===== config.mk =====
export PLATFORM = sky130hd
export DESIGN_NAME = tetris_input_ctrl
export DESIGN_NICKNAME = d
export VERILOG_FILES = /design/src/rtl/tetris_input_ctrl.sv
export SDC_FILE = /design/constraint.sdc
export NUM_CORES = 1
export LEC_CHECK = 0
export ABC_AREA = 0
export CAP_MARGIN = 10
export CORE_ASPECT_RATIO = 1.1
export CORE_UTILIZATION = 38
export CTS_CLUSTER_SIZE = 10
export DETAILED_ROUTE_END_ITERATION = 10
export SLEW_MARGIN = 20
export SYNTH_ARGS = -nofsm -noshare
export SYNTH_HDL_FRONTEND = slang
export SYNTH_SLANG_ARGS = --single-unit

===== constraint.sdc =====
create_clock -name CLK -period 7.7 [get_ports CLK]
set_clock_uncertainty 0.05 [all_clocks]
set_input_delay 2.31 -clock CLK [delete_from_list [all_inputs] [get_ports CLK]]
set_output_delay 2.31 -clock CLK [all_outputs]
set_load 0.05 [all_outputs]

===== src/rtl/tetris_input_ctrl.sv =====
// Button front-end for the Tetris core: per-button sync, debounce, auto-repeat
// and tick alignment, so each collected press shows up for exactly one game step.

module tetris_input_lane #(
  parameter int unsigned DEBOUNCE_CYCLES = 250000,
  parameter int unsigned REPEAT_DELAY    = 20000000,
  parameter int unsigned REPEAT_RATE     = 5000000,
  parameter bit          REPEAT_EN       = 1'b1
) (
  input  logic CLK,
  input  logic reset,
  input  logic raw,
  input  logic tick,
  output logic out,
  output logic held
);
  localparam int unsigned CW   = $clog2(DEBOUNCE_CYCLES + 1);
  localparam int unsigned TMAX = (REPEAT_DELAY > REPEAT_RATE) ? REPEAT_DELAY : REPEAT_RATE;
  localparam int unsigned TW   = $clog2(TMAX + 1);
  localparam logic [CW-1:0] DB_LAST  = CW'(DEBOUNCE_CYCLES - 1);
  localparam logic [TW-1:0] DLY_LAST = TW'(REPEAT_DELAY - 1);
  localparam logic [TW-1:0] RPT_LAST = TW'(REPEAT_RATE - 1);

  typedef enum logic [1:0] {IDLE, HOLD, DELAY, RPT} rpt_state_t;

  logic [1:0]    sync_q;
  logic [CW-1:0] db_cnt;
  logic [TW-1:0] timer;
  rpt_state_t    state;
  logic          ev;
  logic          pend;

  always_ff @(posedge CLK or posedge reset) begin
    if (reset) sync_q <= '0;
    else       sync_q <= {sync_q[0], raw};
  end

  // Level flips only after the synced input has disagreed for DEBOUNCE_CYCLES in a row.
  always_ff @(posedge CLK or posedge reset) begin
    if (reset) begin
      db_cnt <= '0;
      held   <= 1'b0;
    end else if (sync_q[1] != held) begin
      if (db_cnt == DB_LAST) begin
        held   <= ~held;
        db_cnt <= '0;
      end else begin
        db_cnt <= db_cnt + CW'(1);
      end
    end else begin
      db_cnt <= '0;
    end
  end

  // IDLE is only ever re-entered with held low, so held high in IDLE is a fresh press.
  always_ff @(posedge CLK or posedge reset) begin
    if (reset) begin
      state <= IDLE;
      timer <= '0;
      ev    <= 1'b0;
    end else begin
      ev <= 1'b0;
      if (!held) begin
        state <= IDLE;
        timer <= '0;
      end else begin
        case (state)
          IDLE: begin
            ev    <= 1'b1;
            timer <= '0;
            state <= REPEAT_EN ? DELAY : HOLD;
          end
          HOLD: state <= HOLD;
          DELAY: begin
            if (timer == DLY_LAST) begin
              ev    <= 1'b1;
              timer <= '0;
              state <= RPT;
            end else begin
              timer <= timer + TW'(1);
            end
          end
          RPT: begin
            if (timer == RPT_LAST) begin
              ev    <= 1'b1;
              timer <= '0;
            end else begin
              timer <= timer + TW'(1);
            end
          end
          default: state <= IDLE;
        endcase
      end
    end
  end

  // Events between ticks collapse into pend; a same-cycle ev bypasses it.
  always_ff @(posedge CLK or posedge reset) begin
    if (reset) begin
      pend <= 1'b0;
      out  <= 1'b0;
    end else if (tick) begin
      out  <= pend | ev;
      pend <= 1'b0;
    end else begin
      pend <= pend | ev;
    end
  end
endmodule

module tetris_input_ctrl #(
  parameter int unsigned DEBOUNCE_CYCLES = 250000,
  parameter int unsigned REPEAT_DELAY    = 20000000,
  parameter int unsigned REPEAT_RATE     = 5000000,
  parameter logic [3:0]  REPEAT_MASK     = 4'b1101
) (
  input  logic       CLK,
  input  logic       reset,
  input  logic       left_raw,
  input  logic       right_raw,
  input  logic       change_raw,
  input  logic       down_raw,
  input  logic       tick,
  output logic       left,
  output logic       right,
  output logic       change,
  output logic       down,
  output logic [3:0] held
);
  localparam int NUM_LANES = 4;

  logic [NUM_LANES-1:0] raw_vec;
  logic [NUM_LANES-1:0] out_vec;

  // Lane index follows the held bit order {left, right, change, down}.
  assign raw_vec = {left_raw, right_raw, change_raw, down_raw};
  assign {left, right, change, down} = out_vec;

  for (genvar g = 0; g < NUM_LANES; g++) begin : g_lane
    tetris_input_lane #(
      .DEBOUNCE_CYCLES (DEBOUNCE_CYCLES),
      .REPEAT_DELAY    (REPEAT_DELAY),
      .REPEAT_RATE     (REPEAT_RATE),
      .REPEAT_EN       (REPEAT_MASK[g])
    ) u_lane (
      .CLK   (CLK),
      .reset (reset),
      .raw   (raw_vec[g]),
      .tick  (tick),
      .out   (out_vec[g]),
      .held  (held[g])
    );
  end
endmodule


==> flow_metrics.py, run 1 <==
metrics = {
    "clocking": {
        "cts_setup_buffers": 0,
        "htree_levels": 1,
        "clk_pin_slew_ns": 0.05,
        "cts_resized": 0,
        "clock_latency_ns": 0.52,
        "hold_buffers": 0,
        "cts_tree": "built",
        "cts_root_buf": "clkbuf_16",
        "cts_sinks": 204,
        "cts_inserted_buffers": 25,
        "clockBufferDepth": 3,
    },
    "die": {
        "die-area_mm2": 0.02848,
        "die_y_um": 176.9,
        "io-pin-count": 15,
        "core_mm2": 0.02712,
        "core.rowCount": 63,
        "die_w_um": 161.0,
        "start_util_pct": 38.98,
    },
    "synth": {
        "yosys.area.top_type_share_pct": 48.30,
        "synth_flop_cell": "dfrtp_1",
        "synthTopCellsByCount": "dfrtp_1 (204), nor2_1 (131), nand2_1 (120)",
        "synth_area_leaders": "dfrtp_1 (48%), nor2_1 (4.7%), nand2_1 (4.3%)",
        "ys_seq_elements": 204,
        "synth_fp_nets": 1169,
        "synth_edf_count": 0,
        "yosysUniqueCellTypes": 56,
        "ys_seq_area_share_pct": 48.30,
        "syn_area_per_cell_um2": 9.255,
        "syn_area_mm2": 0.01057,
        "yosys.area.top_type": "dfrtp_1",
        "syn_inst": 1142,
        "ys_async_sr_fraction_pct": 100.0,
        "ys_warn_count": 0,
        "yosysMostFrequentCell": "dfrtp_1",
    },
    "cells_and_area": {
        "antenna_cells": 0,
        "layout.nets": 1169,
        "syn_to_final_growth_pct": 11.18,
        "final_util_pct": 43.33,
        "drive_above_1_share_pct": 4.778,
        "nFillCells": 2649,
    },
    "pwr": {
        "leakage_uw": 0.004735,
        "powerDensity_mw_per_mm2": 186.9,
        "vdd_ir_drop_max_uv": 198.6,
        "total_power_uw": 2196,
    },
    "worst_setup_path": {
        "max_stage_delay_ns": 0.87,
        "path_buf_inv": 1,
        "cp.required_ns": 5.34,
        "cp.depth": 1,
        "end_kind": "output pin",
        "reg2reg_depth": 6,
        "critPathKind": "reg2out",
        "slowest_stage": "clkdlybuf4s50_1",
        "crit_chain": "clkdlybuf4s50_1",
        "cp_max_fo": 9,
        "worst_setup_path_start_kind": "flop",
        "critPathTopFamily": "buffers and inverters",
        "crit_arrival_ns": 1.87,
    },
    "sta": {
        "min_period_ns": 4.230,
        "hold_violations": 0,
        "finalCritPeriodShare_pct": 54.93,
        "tightest_slew_ns": 1.102,
        "tns_ns": 0,
        "setup_viol": 0,
        "report.final.slew_viol_count": 0,
        "fmax_ghz": 0.2364,
        "layout_setup_ws_ns": 3.470,
        "rsz0062_at_grt": "no",
        "max_slew_margin_pct": 26.54,
    },
    "run": {
        "max-cap-violations": 0,
    },
    "routing": {
        "num_vias": 8341,
        "ant_nets": 0,
        "wl_per_cell_um": 14.63,
        "drt-pass1-iter-count": 7,
        "drc": 0,
        "routed_wl_mm": 22.07,
        "dr.first_iter.drc_count": 680,
        "viasPerCell": 5.531,
    },
    "outcome": {
        "status": "finished clean",
    },
    "grt": {
        "antenna_found_initial": 0,
        "grt_pass1_vias": 7854,
        "grt_max_degree": 183,
        "grt_pass1_wl_mm": 38.51,
        "track_usage_pct": 15.91,
        "overflow": 0,
    },
    "placed_design": {
        "pre_cts_ws_ns": 3.516,
        "port_buffers": 14,
        "dp_hpwl_mm": 14.05,
        "routabilityCongestion": 0.8272,
    },
    "hold_path": {
        "min_path_cells": 0,
        "min_path_type": "reg2reg",
    },
}
==> power breakdown <==
part / total [µW] / switching (µW) / internal [µW]
clock: 1060 / 429 / 629
combinational: 50.7 / 38.5 / 12.2
sequential: 1090 / 6.80 / 1080
total: 2200 / 474 / 1720
==> final timing paths <==
kind	to	from	slack, ns
min	g_lane[2].u_lane.sync_q[1]	g_lane[2].u_lane.sync_q[0]	0.30
min reg2reg	g_lane[2].u_lane.sync_q[1]	g_lane[2].u_lane.sync_q[0]	0.30
min in group asynchronous	g_lane[0].u_lane.db_cnt[2]	reset	2.13
max reg2reg	g_lane[2].u_lane.timer[12]	g_lane[2].u_lane.timer[17]	4.77
max	held[0]	g_lane[0].u_lane.held	3.47
max in group asynchronous	g_lane[1].u_lane.timer[24]	reset	4.05
==> stage by stage <==
step	area (µm²)	std cells	hold WS [ns]
6_report	11750	1508	0.2998
5_1_grt	11750	1508	0.3101
4_1_cts	11750	1508	0.3034
3_5_place_dp	11040	1472	0.2871
3_3_place_gp	11040	1472	0.2850
2_1_floorplan	10570	1142	0.2812
==> flip-flops by register name, indices dropped and copies added (netlist names) <==
name and cells:
g_lane.u_lane.db_cnt 72, g_lane.u_lane.state 8, g_lane.u_lane.timer 100, g_lane.u_lane.out 4, g_lane.u_lane.ev 4, g_lane.u_lane.pend 4, g_lane.u_lane.sync_q 8, g_lane.u_lane.held 4
==> per-layer routing <==
layer | GRT usage, % | up-vias | share of wire, %
met4 | 4.127 | 0 | 1.7
met5 | 0 | - | 0
li1 | - | 4161 | -
met2 | 25.32 | 125 | 46
met3 | 2.320 | 30 | 3.7
met1 | 22.62 | 4025 | 49
==> cell usage in the layout, fill, tap and decap left out, drive strengths merged, types with 4 or more instances in the layout <==
cell type / count
nand2: 120
or2: 4
o22ai: 4
nor2: 131
a21o: 7
and4: 10
xor2: 46
inv: 24
nand2b: 19
and3: 29
a41oi: 12
o311ai: 5
mux2i: 6
o31ai: 8
nand3b: 4
nand4: 33
a21oi: 50
and2: 11
o21ai: 37
or4b: 4
buf: 8
nand3: 85
dfrtp: 204
a211oi: 4
a22o: 16
nor3: 26
ha: 20
nor4: 20
nor4b: 12
clkdlybuf4s50: 14
nor4bb: 8
xnor2: 24
nor2b: 5
or3: 9
a31oi: 66
or4: 6
clkbuf: 33
==> cell families (layout without fill, tap and decap cells) <==
group	after synthesis	count (layout)	share of synthesized area, %
AOI/OAI and AO/OA	225	225	13.71
xor gates and xnor gates	70	70	5.801
adders and majority gates	20	20	2.368
buffers and inverters	73	82	2.912
DFF	204	204	48.30
muxes	9	9	0.8879
and+or+nand+nor	541	541	26.02
==> cell type report <==
cell class	count	area, µm²	share of cell area (%)
multi-input cells	865	5182	44.11
flip-flops and latches	204	5105	43.45
clock buffers	33	665.6	5.665
well taps	357	446.7	3.802
repair buffers	22	212.7	1.810
inverters	24	93.84	0.7986
clock inverters	3	43.79	0.3727
==> worst reg2reg max path, stage by stage, from the launching register on <==
cell and delay, ns:
dfrtp_1 0.42, or4_4 0.57, or4_4 0.52, o41a_1 0.38, o21ai_0 0.47, o21ai_0 0.18
a22o_1 0.22
Power figures use the tool's default switching activity.
==> inputs of run 2 (changes only) <==
Clock period 7.7 ns to 3.92 ns, I/O delays scaled along.
==> run 2 against run 1 <==
  * Cell count increased by 0.13%
  * Critical path depth unchanged
  * Global-route usage is 0.15 points higher
  * Register-to-register slack got worse by 4.0 ns
  * Core utilization increased by 0.26 points
  * Routed wire length shrank 0.32%
  * Worst setup slack got worse by 2.7 ns
  * Hold slack lost 0.012 ns
  * Clock-buffer cell count fell by 4
  * Design area rose by 0.61%
  * Largest cell class unchanged
==> flow_metrics.py, run 2 (synthesized netlist as in run 1, its figures left out) <==
metrics = {
    "outcome": {
        "status": "finished clean",
    },
    "grt": {
        "antenna_found_initial": 0,
        "track_usage_pct": 16.06,
        "overflow": 0,
        "grt_max_degree": 47,
        "grt_pass1_wl_mm": 38.94,
        "grt_pass1_vias": 8107,
    },
    "cells_and_area": {
        "final_common_cell": "dfrtp_1",
        "largest_reg_flops": 100,
        "nFillCells": 2676,
        "layout_common_cells": "dfrtp_1 (204), nor2_1 (130), nand2_1 (120)",
        "reg_top3": "g_lane.u_lane.timer: 100 flops, g_lane.u_lane.db_cnt: 72 flops",
        "syn_to_final_growth_pct": 11.85,
        "drive_above_1_share_pct": 5.464,
        "regMostFlops": "g_lane.u_lane.timer",
        "antenna_cells": 0,
        "layout.nets": 1175,
        "fin_area_mm2": 0.01182,
    },
    "die": {
        "core.rowCount": 63,
        "die_w_um": 161.0,
        "core_mm2": 0.02712,
        "io-pin-count": 15,
        "die-area_mm2": 0.02848,
        "start_util_pct": 38.98,
        "die_y_um": 176.9,
    },
    "worst_setup_path": {
        "cp_max_fo": 9,
        "max_stage_delay_ns": 0.91,
        "rrSetupSlack_ns": 0.78,
        "crit_chain": "clkdlybuf4s50_1",
        "slowest_stage": "clkdlybuf4s50_1",
        "cp.required_ns": 2.69,
        "path_buf_inv": 1,
        "critPathKind": "reg2out",
        "crit_arrival_ns": 1.92,
        "critPathTopFamily": "buffers and inverters",
        "end_kind": "output pin",
        "worst_setup_path_start_kind": "flop",
    },
    "clocking": {
        "clockBufferDepth": 3,
        "cts_tree": "built",
        "clock_latency_ns": 0.53,
        "clk_pin_slew_ns": 0.06,
        "cts_resized": 0,
        "htree_levels": 1,
        "cts_root_buf": "clkbuf_16",
        "cts_sinks": 204,
        "cts_inserted_buffers": 25,
        "hold_buffers": 0,
        "cts_setup_buffers": 0,
    },
    "pwr": {
        "powerDensity_mw_per_mm2": 360.2,
        "leakage_uw": 0.004763,
        "vdd_ir_drop_max_uv": 284.2,
    },
    "routing": {
        "dr.first_iter.drc_count": 606,
        "wl_per_cell_um": 14.57,
        "ant_nets": 0,
        "num_vias": 8373,
        "routed_wl_mm": 22.00,
        "drc": 0,
        "viasPerCell": 5.545,
        "drt-pass1-iter-count": 5,
    },
    "sta": {
        "hold_violations": 0,
        "finalCritPeriodShare_pct": 80.38,
        "rsz0062_at_grt": "no",
        "tns_ns": 0,
        "tightest_slew_ns": 0.8835,
        "fmax_ghz": 0.3174,
        "report.final.slew_viol_count": 0,
        "min_period_ns": 3.151,
        "max_slew_margin_pct": 40.65,
        "setup_viol": 0,
    },
    "placed_design": {
        "place_area_mm2": 0.01114,
        "dp_hpwl_mm": 14.75,
        "routabilityCongestion": 0.8377,
        "port_buffers": 14,
    },
    "hold_path": {
        "min_path_type": "reg2reg",
    },
    "run": {
        "max-cap-violations": 0,
    },
}
-- run 2: final timing paths --
path | start | to | cells past startpoint
max | g_lane[0].u_lane.held | held[0] | 1
min | g_lane[3].u_lane.sync_q[0] | g_lane[3].u_lane.sync_q[1] | 0
max in group asynchronous | reset | g_lane[3].u_lane.sync_q[0] | 3
min in group asynchronous | reset | g_lane[0].u_lane.db_cnt[4] | 2
max reg2reg | g_lane[2].u_lane.timer[17] | g_lane[2].u_lane.timer[11] | 7
min reg2reg | g_lane[3].u_lane.sync_q[0] | g_lane[3].u_lane.sync_q[1] | 0
-- run 2: metal layers --
metal	up-vias	global-route usage, %	wire length (µm)
li1	4163	-	-
met3	33	2.343	793
met1	4060	22.30	10710
met4	0	4.914	450
met2	117	25.84	10040
met5	-	0	0
-- run 2: report_power, final --
group / leakage (µW) / switching [µW] / internal, µW
clock: 0.000330 / 839 / 1170
combinational: 0.00162 / 76.8 / 31.2
sequential: 0.00282 / 13.7 / 2120
-- run 2: worst reg2reg max path, cell delays in order, from the launching register on --
cell and delay, ns:
dfrtp_1 0.41, or4_4 0.56, or4_4 0.51, o41a_1 0.37, o21a_1 0.44, buf_4 0.33, a21o_1 0.18, a22o_1 0.17
-- run 2: per-stage QoR --
step / hold slack (ns) / power (µW) / cells / setup WS, ns / util [%]
3_5_place_dp: 0.2847 / 2289 / 1478 / 0.7892 / 41.07
2_1_floorplan: 0.2812 / 2243 / 1142 / 0.04972 / -
3_3_place_gp: 0.2843 / 2287 / 1477 / 0.8403 / 40.98
5_1_grt: 0.2937 / 4426 / 1510 / 0.6317 / 43.60
6_report: 0.2875 / 4258 / 1510 / 0.7693 / 43.60
4_1_cts: 0.2883 / 4339 / 1510 / 0.7193 / 43.60
-- run 2: final cells by class --
| class | instances | area (µm²) | area share [%] |
|---|---|---|---|
| sequential | 204 | 5105 | 43.18 |
| inverter | 24 | 93.84 | 0.7938 |
| clock inverter | 3 | 23.77 | 0.2011 |
| clock buffer | 29 | 660.6 | 5.589 |
| tap | 357 | 446.7 | 3.779 |
| multi-input combinational | 865 | 5189 | 43.89 |
| timing repair buffer | 28 | 302.8 | 2.561 |
